`config.mk`:
```
export PLATFORM = sky130hd
export DESIGN_NAME = serial_tx
export DESIGN_NICKNAME = d
export VERILOG_FILES = /design/src/rtl/serial_tx_pkg.sv /design/src/rtl/serial_bit_timer.sv /design/src/rtl/serial_tx.sv
export SDC_FILE = /design/constraint.sdc
export NUM_CORES = 1
export LEC_CHECK = 0
export CAP_MARGIN = 30
export CELL_PAD_IN_SITES_DETAIL_PLACEMENT = 1
export CELL_PAD_IN_SITES_GLOBAL_PLACEMENT = 2
export CORE_MARGIN = 5
export CORE_UTILIZATION = 34
export CTS_CLUSTER_SIZE = 8
export DETAILED_ROUTE_END_ITERATION = 8
export GPL_TIMING_DRIVEN = 1
export PLACE_DENSITY = 0.79
export SLEW_MARGIN = 20
export SYNTH_ARGS = -nofsm -noshare
export SYNTH_HDL_FRONTEND = slang
export SYNTH_SLANG_ARGS = --single-unit
```
`constraint.sdc`:
```
create_clock -name clk -period 2.55 [get_ports clk]
set_clock_uncertainty 0.2 [all_clocks]
set_input_delay 0.3825 -clock clk [delete_from_list [all_inputs] [get_ports clk]]
set_output_delay 0.3825 -clock clk [all_outputs]
set_load 0.02 [all_outputs]
```
`src/rtl/serial_tx_pkg.sv`:
```
// Shared serial-link definitions: line-coding state encodings and line idle level.
// Imported by the transmitter today and intended for the matching receiver.
// No ports; types and constants only.
package serial_tx_pkg;

  // The four base states fit in 2 bits; PARITY = 4 widens the encoding to 3 bits.
  typedef enum logic [2:0] {
    IDLE   = 3'd0,
    START  = 3'd1,
    DATA   = 3'd2,
    STOP   = 3'd3,
    PARITY = 3'd4
  } tx_state_t;

  // Level of the serial line when no frame is in flight (also the stop-bit level).
  localparam logic LINE_IDLE = 1'b1;

endpackage

```
`src/rtl/serial_bit_timer.sv`:
```
// Bit-period timer: counts 0..CLKS_PER_BIT-1 and flags the last count of each period.
// Ports: clk, asyncReset (async, active-high), clear (restart period at 0), tick (last count).
// With CLKS_PER_BIT=1 the count is constantly 0 and tick is always high.
module serial_bit_timer #(
  parameter int CLKS_PER_BIT = 4
) (
  input  logic clk,
  input  logic asyncReset,
  input  logic clear,
  output logic tick
);

  localparam int CNT_W = (CLKS_PER_BIT > 1) ? $clog2(CLKS_PER_BIT) : 1;
  localparam logic [CNT_W-1:0] LAST_CNT = CNT_W'(CLKS_PER_BIT - 1);

  logic [CNT_W-1:0] cnt;

  assign tick = (cnt == LAST_CNT);

  always_ff @(posedge clk or posedge asyncReset) begin
    if (asyncReset) begin
      cnt <= '0;
    end else if (clear || tick) begin
      cnt <= '0;
    end else begin
      cnt <= cnt + 1'b1;
    end
  end

endmodule

```
`src/rtl/serial_tx.sv`:
```
// Parallel-to-serial UART-style frame transmitter: start, data LSB first, optional even parity, stop.
// Ports: clk, asyncReset (async, active-high); tx_data/tx_valid/tx_ready accept handshake;
//        tx_out registered idle-high line, tx_busy frame in progress, tx_done one-cycle completion pulse.
module serial_tx
  import serial_tx_pkg::*;
#(
  parameter int DATA_W       = 8,
  parameter int CLKS_PER_BIT = 4,
  parameter int PARITY_EN    = 0
) (
  input  logic              clk,
  input  logic              asyncReset,
  input  logic [DATA_W-1:0] tx_data,
  input  logic              tx_valid,
  output logic              tx_ready,
  output logic              tx_out,
  output logic              tx_busy,
  output logic              tx_done
);

  localparam int IDX_W = $clog2(DATA_W) + 1;
  localparam logic [IDX_W-1:0] LAST_IDX = IDX_W'(DATA_W - 1);

  tx_state_t         state, state_nxt;
  logic [DATA_W-1:0] shift, shift_nxt;
  logic              par, par_nxt;
  logic [IDX_W-1:0]  idx, idx_nxt;
  logic              out_nxt;
  logic              done_nxt;
  logic              clear;
  logic              tick;

  serial_bit_timer #(
    .CLKS_PER_BIT(CLKS_PER_BIT)
  ) u_timer (
    .clk       (clk),
    .asyncReset(asyncReset),
    .clear     (clear),
    .tick      (tick)
  );

  assign tx_ready = (state == IDLE);
  assign tx_busy  = (state != IDLE);

  always_ff @(posedge clk or posedge asyncReset) begin
    if (asyncReset) begin
      state   <= IDLE;
      shift   <= '0;
      par     <= 1'b0;
      idx     <= '0;
      tx_out  <= LINE_IDLE;
      tx_done <= 1'b0;
    end else begin
      state   <= state_nxt;
      shift   <= shift_nxt;
      par     <= par_nxt;
      idx     <= idx_nxt;
      tx_out  <= out_nxt;
      tx_done <= done_nxt;
    end
  end

  // tx_out is computed one step ahead so the register presents each line bit
  // from the very edge on which the state advances into it.
  always_comb begin
    state_nxt = state;
    shift_nxt = shift;
    par_nxt   = par;
    idx_nxt   = idx;
    out_nxt   = tx_out;
    done_nxt  = 1'b0;
    clear     = 1'b0;

    case (state)
      IDLE: begin
        out_nxt = LINE_IDLE;
        if (tx_valid) begin
          shift_nxt = tx_data;
          par_nxt   = ^tx_data;
          state_nxt = START;
          out_nxt   = 1'b0;
          // Restart the bit period so the start bit lasts a full CLKS_PER_BIT.
          clear     = 1'b1;
        end
      end

      START: begin
        if (tick) begin
          state_nxt = DATA;
          idx_nxt   = '0;
          out_nxt   = shift[0];
        end
      end

      DATA: begin
        if (tick) begin
          if (idx == LAST_IDX) begin
            if (PARITY_EN != 0) begin
              state_nxt = PARITY;
              out_nxt   = par;
            end else begin
              state_nxt = STOP;
              out_nxt   = LINE_IDLE;
            end
          end else begin
            shift_nxt = shift >> 1;
            idx_nxt   = idx + 1'b1;
            out_nxt   = shift_nxt[0];
          end
        end
      end

      PARITY: begin
        if (tick) begin
          state_nxt = STOP;
          out_nxt   = LINE_IDLE;
        end
      end

      STOP: begin
        if (tick) begin
          state_nxt = IDLE;
          done_nxt  = 1'b1;
          out_nxt   = LINE_IDLE;
        end
      end

      default: begin
        state_nxt = IDLE;
        out_nxt   = LINE_IDLE;
      end
    endcase
  end

endmodule

```
==> Yosys cells after proc, flatten, opt, wreduce, memory -nomap -nowiden <==
Index checks and enable logic that the tools add are counted.
{ "classes": {"add_sub_neg": 2, "eq_ne": 14, "n_mux": 26, "reduce_logical": 10} }
{ "ops": {"columns": ["operator", "count"], "rows": [
  ["$mux 8", 3],
  ["$mux 3", 6],
  ["$pmux 8 s2", 1],
  ["$pmux 3 s5", 1],
  ["$mux 4", 3],
  ["$ne 2x1->1 const B", 5],
  ["$mux 1", 9],
  ["$pmux 4 s2", 1],
  ["$reduce_and 4->1", 2],
  ["$eq 3x2->1 const B", 2],
  ["$ne 2x2->1 const B", 3],
  ["$reduce_and 6->1", 1],
  ["$add 4x1->4 const B", 1],
  ["$eq 4x3->1 const B", 1],
  ["$pmux 1 s4", 1],
  ["$reduce_bool 2->1", 2],
  ["$eq 3x1->1 const B", 1],
  ["$eq 3x3->1 const B", 1],
  ["$logic_not 3->1", 1],
  ["$reduce_and 3->1", 1],
  ["$reduce_bool 3->1", 1],
  ["$add 2x1->2 const B", 1],
  ["$eq 2x2->1 const B", 1],
  ["$mux 2", 1],
  ["2 further kinds", 2]
]} }
{ "totals": {"ff_bits": 19, "input_bits": 11, "output_inout_bits": 4, "elab_cells": 58} }

==> Depth between registers and ports, before layout <==
Gate-level depths: netlist of run 1.
{ "depth": {"depth_word": 4, "mapped_depth": 7, "mapped_depth_nobuf": 5} }

==> By module <==
From an unflattened synthesis of run 1, not the netlist that was laid out.
{ "hier_totals": {"hier_cells": 112, "hier_area_um2": 1122.3} }
{ "by_module_without_submodules": {"columns": ["mod", "instances", "cells_each", "area_per_inst_um2", "seq_area_each_um2"], "rows": [
  ["serial_tx", 1, 106, 1033.5, 401.6],
  ["serial_bit_timer", 1, 6, 88.8, 50.0]
]} }

==> Worst setup path before layout of run 1 <==
OpenSTA, ideal clock, no wires.
{ "synth_timing": {"kind": "reg-to-reg", "start": "register state[0]", "end": "register shift[0]", "setup_time_ns": 0.125, "t_arrival_ns": 1.744, "required_time_ns": 2.225, "path_slack_ns": 0.481, "path_stages_with_launch": 6, "n_path_buf": 0, "period_less_slack_ns": 2.069, "cell_sequence": "dfrtp_1 > inv_1 > ha_1 > mux2i_1 > a211oi_4 > mux2_2"} }
{ "synth_between": {"elab_chain_cells": 3, "elab_cells_between_ends": 8, "cone_classes": "eq/ne: 4; mux: 1; reduce/logical: 3"} }
{ "synth_rtl": {"columns": ["item", "line_no", "rtl"], "rows": [
  ["start, declared", "serial_tx.sv:24", "tx_state_t state, state_nxt;"],
  ["start signal, assigned", "serial_tx.sv:54", "state <= state_nxt;"],
  ["$logic_not 3->1 *", null, null],
  ["net tx_ready", "serial_tx.sv:15", "output logic tx_ready,"],
  ["$ne 2x2->1 (no source line) / $reduce_bool 2->1 (equally long branches)", null, null],
  ["$reduce_and 4->1 (no source line)", null, null],
  ["end signal, assigned", "serial_tx.sv:55", "shift <= shift_nxt;"],
  ["end, declared", "serial_tx.sv:25", "logic [DATA_W-1:0] shift, shift_nxt;"]
]} }
Mark *: on every way through the listed nets, which the timed path passes. The rest lies on a longest branch.
A chain may end at the register's enable or synchronous reset.

==> Worst setup path after layout of run 1 <==
{ "layout_timing": {"start": "register state[0]", "end": "output tx_busy"} }
{ "layout_between": {"elab_chain_cells": 1} }
{ "layout_rtl": {"columns": ["item", "line_no", "rtl"], "rows": [
  ["$reduce_bool 3->1", "serial_tx.sv:43", "assign tx_busy = (state != IDLE);"],
  ["end, declared", "serial_tx.sv:17", "output logic tx_busy,"]
]} }
Every way passes these cells.

==> results of run 1 <==
## cell usage after synthesis (all sizes together) (2+ instances only)
| cell | n |
|---|---|
| a21oi | 4 |
| and2 | 3 |
| buf | 2 |
| clkbuf | 2 |
| dfrtp | 17 |
| ha | 7 |
| inv | 5 |
| mux2 | 16 |
| nand2 | 4 |
| nand2b | 2 |
| nand3 | 3 |
| nor2b | 3 |
| nor3 | 2 |
## report_power, final
part | switching [mW] | internal [mW]
combinational | 0.388 | 0.424
sequential | 0.0969 | 0.434
clock | 0.0893 | 0.0870
## sequential cells by signal, indices dropped and copies added, names as in the netlist
register     cells
idx              4
shift            8
state            2
tx_done          1
tx_out           1
u_timer.cnt      2
## per-layer routing
layer / share of wire, % / vias up / GRT usage [%]
met2: 50 / 9 / 17.84
met5: 0 / - / 0
met3: 3.6 / 2 / 3.678
met1: 45 / 346 / 12.49
met4: 0.97 / 0 / 3.053
li1: - / 340 / -
## final timing paths
kind	to	slack, ps	depth (start not counted)	from
max in group asynchronous	shift[1]	1410	2	asyncReset
setup / recovery	tx_busy	190	4	state[0]
hold / removal	u_timer.cnt[0]	240	1	u_timer.cnt[0]
setup reg to reg	shift[5]	340	5	state[0]
min in group asynchronous	idx[1]	290	2	asyncReset
hold reg to reg	u_timer.cnt[0]	240	1	u_timer.cnt[0]
## logic make-up after synthesis
family | after synthesis
simple gates | 20
flops | 18
mux | 17
compound gates | 15
buf+inv | 9
fa+ha+maj | 7
## area by class of cell
cell class | count | area [sq um] | share of cell area (%)
inverter | 5 | 18.77 | 1.553
multi-input combinational | 59 | 508.0 | 42.03
tap | 31 | 38.79 | 3.209
clock buffer | 4 | 36.28 | 3.002
timing repair buffer | 16 | 155.1 | 12.84
sequential | 18 | 451.7 | 37.37
==> reports/results.tsv, run 1 <==
stage	metric	value	unit
pwr	power_density	1257	nW/um^2
sta	worst_pin_slew	705.5	ps
worst_setup_path	cp-end-kind	output port	
layout	drive_above_1_share	24.51	%
worst_setup_path	crit_chain	inv_1 -> ha_1 -> inv_1 -> clkdlybuf4s50_1	
yosys	synth-compound-area-share	11.93	%
yosys	synth_top_area_cell	dfrtp_1	
drt	wl_per_cell	14.77	um
placed_design	portBuffers	14	
layout	final_cells	133	
global_routing	grt-ovfl-total	0	
yosys	synth-edff-count	0	
global_routing	grt_pass1_wl	3443	um
global_routing	grt_usage	10.50	%
placed_design	dp_cells	129	
clock_tree	cts_setup_buffers	0	
drt	num_vias	697	
flow_run	maxCapViolations	0	
clock_tree	cts_root_buffer	clkbuf_4	
sta	finalSetupTns	0	ps
drt	drt_iter0_drc	18	
global_routing	grt_pass1_vias	768	
clock_tree	cts_resized	0	
yosys	synth_top_area_share	42.71	%
drt	wl	1965	um
clock_tree	clk_latency	290	ps
sta	fin_crit	2364	ps
yosys	ys_top_cells_by_area	dfrtp_1 (43%), mux2_2 (18%), ha_1 (8.8%)	
drt	dr.pass1.iters	3	
floorplan	die_area	4111	sq um
clock_tree	numCtsBuffers	3	
clock_tree	clkSinkCount	18	
yosys	yosys.area_share.simple	11.18	%
layout	antenna_cells	0	
floorplan	num_rows	19	
worst_setup_path	worstSetupPathType	flop to output port	
clock_tree	htree_levels	1	
yosys	syn_area_per_cell	11.58	sq um
yosys	synth-seq-area-share	45.35	%
sta	rsz0062_at_grt	false	
clock_tree	cts_tree	done	
clock_tree	holdBufCountCts	0	
yosys	synth_mux_area_share	19.10	%
pwr	p_leak	0.5103	nW
yosys	synth_nets	104	
layout	mostFrequentLayoutCell	dfrtp_1	
floorplan	core	2781	sq um
floorplan	die_w	64.12	um
placed_design	dpl_worst_slack	362.3	ps
floorplan	ioPinCount	15	
floorplan	start_util	35.81	%
yosys	synth_xor_area_share	0	%
yosys	synthDistinctLibCells	29	
placed_design	gp_congestion	0.7030	
worst_setup_path	cp.arrival	1780	ps
yosys	synth_ff_type	dfrtp_1	
drt	ant_nets	0	
pwr	p_total	1.519	mW
clock_tree	cts_max_path_buffers	2	
layout	n_fill_cell	309	
yosys	synth_top_family_by_area	multiplexers	
worst_setup_path	start_kind	flop	
sta	fmax	423.0	MHz
sta	fin_hold_ws	244.1	ps
worst_setup_path	crit_slowest_cell	clkdlybuf4s50_1	
layout	layout_common_cells	dfrtp_1 (17), mux2_2 (16), clkdlybuf4s50_1 (14), ha_1 (7), inv_1 (5)	
layout	nets	121	
worst_setup_path	crit_family	buffers and inverters	
yosys	synth-adder-area-share	8.794	%
pwr	ir_drop	0.0006808	V
yosys	synthCells	86	
min_path	min_path_type	flop to flop	
yosys	ys_ff_latch	18	
yosys	synth_area	996.0	sq um
drt	drc	0	
sta	finalCritPeriodShare	92.72	%
floorplan	fp.dieH	64.12	um
global_routing	antenna_found_initial	0	
status	run_status	completed	
sta	slew_violations	0	
worst_setup_path	crit_required	1970	ps
sta	timing.final.ws_setup	185.7	ps
layout	finalInstanceArea	1209	sq um
worst_setup_path	crit_top_cell	inv_1	
worst_setup_path	cp_num_buf_inv	3	
layout	final_core_util	43.45	%
sta	setup_viol	0	
layout	syn_to_final_growth	21.36	%
worst_setup_path	slowest_delay	610	ps
placed_design	dp_hpwl	1520	um
yosys	synthArstFlopShare	100.0	%
yosys	ys_warn_count	0	
sta	finalHoldViolCount	0	
drt	avgViaCountPerCell	5.241	
sta	relSlewSlack	52.91	%
clock_tree	path_clk_slew	100	ps
global_routing	grt_max_degree	19	
worst_setup_path	crit_fanout	6	
placed_design	dpl_cell_area	1172	sq um
Note: power is estimated with default switching activity, not from simulation.
==> run 2, diff against run 1 <==
--- a/config.mk
+++ b/config.mk
@@ -6,14 +6,12 @@
 export NUM_CORES = 1
 export LEC_CHECK = 0
 export CAP_MARGIN = 30
-export CELL_PAD_IN_SITES_DETAIL_PLACEMENT = 1
-export CELL_PAD_IN_SITES_GLOBAL_PLACEMENT = 2
 export CORE_MARGIN = 5
-export CORE_UTILIZATION = 34
+export CORE_UTILIZATION = 52
 export CTS_CLUSTER_SIZE = 8
 export DETAILED_ROUTE_END_ITERATION = 8
 export GPL_TIMING_DRIVEN = 1
-export PLACE_DENSITY = 0.79
+export PLACE_DENSITY = 0.8
 export SLEW_MARGIN = 20
 export SYNTH_ARGS = -nofsm -noshare
 export SYNTH_HDL_FRONTEND = slang
==> run 2 against run 1 <==
  * Power shrank 0.72%
  * Highest routed layer unchanged
  * Die area shrank 30%
  * Routed wire length shrank 6.9%
  * Worst hold slack lost 5.3 ps
  * Global-route usage grew 4.0 points
==> reports/results.tsv, run 2 (synthesized netlist as in run 1, its figures left out) <==
stage	metric	value	unit	change
floorplan	start_util	55.86	%	+20 points
flow_run	maxCapViolations	0		unchanged
clock_tree	cts_root_buffer	clkbuf_4		
clock_tree	htree_levels	1		unchanged
global_routing	grt_pass1_vias	722		-6.0%
layout	seqCellArea	451.7	sq um	unchanged
layout	reg.largest.list	shift x8, idx x4		
pwr	p_total	1.508	mW	-0.72%
clock_tree	cts_resized	0		unchanged
sta	fmax	421.4	MHz	-0.38%
drt	num_vias	714		+2.4%
placed_design	gp_congestion	0.7665		+9.0%
min_path	min_path_type	flop to flop		
layout	final_core_util	66.95	%	+23 points
worst_setup_path	cp.arrival	1790	ps	about the same
worst_setup_path	crit_fanout	6		unchanged
placed_design	portBuffers	14		unchanged
clock_tree	clk_latency	290	ps	about the same
status	run_status	completed		
global_routing	grt-ovfl-total	0		unchanged
worst_setup_path	slowest_delay	600	ps	about the same
sta	timing.final.ws_setup	176.8	ps	-8.916 ps
worst_setup_path	worstSetupPathType	flop to output port		
sta	finalHoldViolCount	0		unchanged
layout	drive_above_1_share	23.76	%	-0.75 points
clock_tree	clkSinkCount	18		unchanged
sta	rsz0062_at_grt	false		
sta	slew_violations	0		unchanged
sta	finalSetupTns	0	ps	unchanged
worst_setup_path	crit_top_cell	inv_1		
placed_design	dpl_worst_slack	405.6	ps	+43.31 ps
drt	avgViaCountPerCell	5.667		+8.1%
pwr	power_density	1264	nW/um^2	+0.53%
sta	fin_crit	2373	ps	+8.916 ps
floorplan	fp.dieH	53.77	um	-16%
sta	setup_viol	0		unchanged
layout	layout_common_cells	dfrtp_1 (17), mux2_2 (16), clkdlybuf4s50_1 (14), ha_1 (7), inv_1 (5)		
sta	fin_hold_ws	238.8	ps	-5.279 ps
floorplan	die_area	2891	sq um	-30%
clock_tree	cts_max_path_buffers	2		unchanged
placed_design	dp_hpwl	1360	um	-11%
worst_setup_path	crit_chain	inv_1 -> ha_1 -> inv_1 -> clkdlybuf4s50_1		
clock_tree	cts_tree	done		
worst_setup_path	start_kind	flop		
floorplan	core	1783	sq um	-36%
clock_tree	numCtsBuffers	3		unchanged
clock_tree	holdBufCountCts	0		unchanged
layout	multi_input_area	508.0	sq um	unchanged
global_routing	antenna_found_initial	0		unchanged
global_routing	grt_max_degree	21		+2
layout	nets	120		-0.83%
drt	ant_nets	0		unchanged
drt	drt_iter0_drc	13		-5
layout	largest_reg_flops	8		unchanged
floorplan	die_w	53.77	um	-16%
drt	wl	1830	um	-6.9%
layout	n_fill_cell	150		-51%
sta	finalCritPeriodShare	93.07	%	+0.35 points
layout	syn_to_final_growth	19.85	%	
worst_setup_path	crit_slowest_cell	clkdlybuf4s50_1		
global_routing	grt_usage	14.49	%	+4.0 points
sta	worst_pin_slew	656.2	ps	-49.29 ps
global_routing	grt_pass1_wl	3056	um	-11%
layout	antenna_cells	0		unchanged
worst_setup_path	crit_required	1970	ps	about the same
layout	regMostFlops	shift		
drt	dr.pass1.iters	4		+1
floorplan	num_rows	15		-4
clock_tree	path_clk_slew	100	ps	about the same
drt	drc	0		unchanged
drt	wl_per_cell	14.52	um	-1.7%
floorplan	ioPinCount	15		unchanged
clock_tree	cts_setup_buffers	0		unchanged
worst_setup_path	cp-end-kind	output port		
sta	relSlewSlack	56.20	%	+3.3 points
layout	mostFrequentLayoutCell	dfrtp_1		
pwr	p_leak	0.5052	nW	-1.0%
pwr	ir_drop	0.0007219	V	+6.0%
run 2: stage by stage:
| stage | cell area (sq um) | cells |
|---|---|---|
| after floorplan | 996.0 | 86 |
| after global placement | 1157 | 122 |
| after detailed placement | 1157 | 122 |
| after CTS | 1194 | 126 |
| after global routing | 1194 | 126 |
| final | 1194 | 126 |
run 2: area by class of cell:
class                   count  share of cell area (%)
multi-input cells          59                   42.56
inverters                   5                   1.572
flip-flops and latches     18                   37.84
repair buffers             15                   12.37
clock buffers               4                   3.040
well taps                  25                   2.621
run 2: routing by layer:
metal | vias up | global-route usage (%) | share of wire, %
met5 | - | 0 | 0
met4 | 0 | 4.681 | 0.49
met3 | 2 | 3.878 | 3.7
met2 | 18 | 25.20 | 52
met1 | 355 | 17.13 | 44
li1 | 339 | - | -
run 2: critical path: cells and delay by family (launching register included):
| family | cells | cell delay (ps) |
|---|---|---|
| adders and majority gates | 1 | 280 |
| buffers and inverters | 3 | 800 |
| DFF | 1 | 420 |
run 2: worst paths after layout:
check	startpoint	to	slack, ps	depth (start not counted)
setup / recovery	state[0]	tx_busy	180	4
hold / removal	u_timer.cnt[0]	u_timer.cnt[0]	240	1
setup reg to reg	state[0]	state[1]	370	6
hold reg to reg	u_timer.cnt[0]	u_timer.cnt[0]	240	1
max in group asynchronous	asyncReset	shift[3]	1450	2
min in group asynchronous	asyncReset	idx[0]	270	2
run 2: report_power, final:
group	internal (mW)	switching [mW]
clock	0.0869	0.0858
sequential	0.434	0.0996
combinational	0.410	0.391
==> run 3, diff against run 2 <==
==> constraint.sdc (replaced) <==
create_clock -name clk -period 2.2 [get_ports clk]
set_clock_uncertainty 0.2 [all_clocks]
set_input_delay 0.33 -clock clk [delete_from_list [all_inputs] [get_ports clk]]
set_output_delay 0.33 -clock clk [all_outputs]
set_load 0.02 [all_outputs]
==> run 3 against run 2 <==
  * Power increased by 16%
  * Flip-flop and latch count unchanged
  * Register-to-register slack worse by 260 ps
  * Final cell count increased by 3.2%
  * Via count shrank 0.42%
  * Count of clock-buffer cells in the layout stayed put
  * Critical path depth increased by 2
  * Worst hold slack worse by 100 ps
  * Largest cell class unchanged
==> reports/results.tsv, run 3 (synthesized netlist as in run 1, its figures left out) <==
stage	metric	value	unit	change
global_routing	grt_max_degree	19		-9.5%
drt	wl	1862	um	+1.7%
worst_setup_path	cp-end-kind	flop		
drt	ant_nets	0		unchanged
sta	fin_crit	2095	ps	
layout	multi_input_area	508.0	sq um	unchanged
floorplan	die_w	53.77	um	unchanged
floorplan	ioPinCount	15		unchanged
sta	finalCritPeriodShare	95.22	%	
clock_tree	htree_levels	1		unchanged
drt	wl_per_cell	14.32	um	-1.4%
status	run_status	completed		
pwr	p_sw	0.6752	mW	+17%
sta	slew_violations	0		unchanged
layout	seqCellArea	451.7	sq um	unchanged
drt	avgViaCountPerCell	5.469		-3.5%
global_routing	grt_usage	15.02	%	+0.53 points
worst_setup_path	crit_fanout	8		+2
clock_tree	clk_latency	290	ps	about the same
clock_tree	cts_root_buffer	clkbuf_4		
worst_setup_path	start_kind	flop		
clock_tree	cts_tree	done		
worst_setup_path	reg2reg_from	state[0]		
floorplan	start_util	55.86	%	unchanged
floorplan	die_area	2891	sq um	unchanged
layout	reg.largest.list	shift x8, idx x4		
floorplan	core	1783	sq um	unchanged
sta	worst_pin_slew	386.1	ps	-270.1 ps
worst_setup_path	crit_slowest_cell	dfrtp_1		
global_routing	busiest_layer	met2		
sta	rsz0062_at_grt	false		
clock_tree	path_clk_slew	110	ps	about the same
layout	largest_reg_flops	8		unchanged
pwr	clock_power_share	9.6	%	-1.9 points
global_routing	antenna_found_initial	0		unchanged
sta	finalHoldViolCount	0		unchanged
sta	timing.final.ws_setup	105.2	ps	-71.58 ps
worst_setup_path	r2r_end	shift[6]		
worst_setup_path	startpoint	state[0]		
floorplan	num_rows	15		unchanged
worst_setup_path	crit_cells	6		+2
worst_setup_path	slowest_delay	440	ps	-160 ps
clock_tree	cts_setup_buffers	0		unchanged
placed_design	portBuffers	14		unchanged
layout	syn_to_final_growth	21.61	%	
pwr	p_int	1.073	mW	+15%
global_routing	grt_pass1_wl	3160	um	+3.4%
worst_setup_path	crit_chain	inv_1 -> ha_1 -> mux2i_1 -> a211oi_4 -> buf_4 -> mux2_2		
clock_tree	cts_max_path_buffers	2		unchanged
pwr	ir_drop	0.0008144	V	+13%
global_routing	met2_usage	26.81	%	+1.6 points
worst_setup_path	crit_end	shift[6]		
worst_setup_path	crit_required	2170	ps	+200 ps
worst_setup_path	rrSetupSlack	110	ps	-260 ps
worst_setup_path	worstSetupPathType	flop to flop		
clock_tree	numCtsBuffers	3		unchanged
global_routing	grt.met1_usage	17.51	%	+0.38 points
global_routing	grt_pass1_vias	706		-2.2%
placed_design	dp_hpwl	1529	um	+12%
layout	antenna_cells	0		unchanged
worst_setup_path	reg2reg_depth	6		unchanged
pwr	p_seq_share	35.5	%	about the same
drt	drc	0		unchanged
pwr	combPwrFrac	55.0	%	+1.9 points
placed_design	dpl_worst_slack	121.2	ps	-284.4 ps
layout	n_fill_cell	138		-8.0%
global_routing	use_met3	3.047	%	-0.83 points
drt	num_vias	711		-0.42%
drt	dr.pass1.iters	4		unchanged
worst_setup_path	cp.arrival	2060	ps	+270 ps
clock_tree	clkSinkCount	18		unchanged
global_routing	grt-ovfl-total	0		unchanged
pwr	switching_share	38.62	%	+0.39 points
min_path	min_path_type	primary input to async pin		
floorplan	fp.dieH	53.77	um	unchanged
placed_design	gp_congestion	0.7814		+1.9%
flow_run	maxCapViolations	0		unchanged
sta	setup_viol	0		unchanged
pwr	power_density	1443	nW/um^2	+14%
layout	mostFrequentLayoutCell	dfrtp_1		
pwr	p_total	1.748	mW	+16%
pwr	p_leak	0.5222	nW	+3.4%
layout	nets	124		+3.3%
layout	regMostFlops	shift		
clock_tree	holdBufCountCts	0		unchanged
worst_setup_path	cp_num_buf_inv	2		-1
layout	layout_common_cells	dfrtp_1 (17), mux2_2 (16), clkdlybuf4s50_1 (12), ha_1 (7)		
sta	fmax	477.4	MHz	
worst_setup_path	crit_family	multiplexers		
sta	relSlewSlack	73.93	%	+18 points
layout	drive_above_1_share	25.71	%	+2.0 points
sta	finalSetupTns	0	ps	unchanged
drt	drt_iter0_drc	16		+3
run 3: worst min path at each step:
stage / slack, ps / startpoint / endpoint / cells after the start
5_1_grt: 180 / asyncReset / idx[3] / 3
6_report: 140 / asyncReset / idx[3] / 3
2_1_floorplan: 70 / asyncReset / idx[0] / 1
4_1_cts: 140 / asyncReset / idx[3] / 3
3_3_place_gp: 220 / u_timer.cnt[0] / u_timer.cnt[0] / 1
3_5_place_dp: 220 / u_timer.cnt[0] / u_timer.cnt[0] / 1
run 3: through the flow:
step | utilization (%) | std cells | hold WS [ps] | area (sq um)
after floorplan | - | 86 | 67.84 | 996.0
after global placement | 66.60 | 126 | 220.6 | 1187
after detailed placement | 66.60 | 126 | 222.7 | 1187
after CTS | 67.93 | 130 | 141.8 | 1211
after global routing | 67.93 | 130 | 176.7 | 1211
final | 67.93 | 130 | 135.6 | 1211
run 3: cell type report:
type                       instances  share of cell area (%)
multi-input combinational         59                   41.94
clock buffer                       4                   2.169
sequential                        18                   37.29
tap                               25                   2.583
timing repair buffer              19                   14.46
inverter                           5                   1.550
run 3: metal layers:
layer / vias to the layer above / routed length, um / share of wire (%)
met4: 0 / 62 / 3.3
li1: 348 / - / -
met1: 345 / 758 / 41
met3: 7 / 55 / 3.0
met2: 11 / 985 / 53
met5: - / 0 / 0
run 3: power by group through the flow:
| stage | Clock (mW) | Sequential [mW] | Combinational (mW) |
|---|---|---|---|
| after floorplan | 0 | 0.607 | 0.705 |
| after global placement | 0 | 0.613 | 0.936 |
| after detailed placement | 0 | 0.629 | 0.982 |
| after CTS | 0.170 | 0.621 | 0.970 |
| after global routing | 0.184 | 0.645 | 1.06 |
| final | 0.167 | 0.620 | 0.961 |
run 3: worst min-delay path, delay by kind of cell:
kind | cells | cell delay, ps
buffers and inverters | 3 | 680
run 3: what timing repair did:
| action | 4_1_cts | 5_1_grt |
|---|---|---|
| gates resized for setup | 2 | 0 |
| endpoints found under the setup margin | 2 | 0 |
| hold endpoints to repair | 0 | 0 |
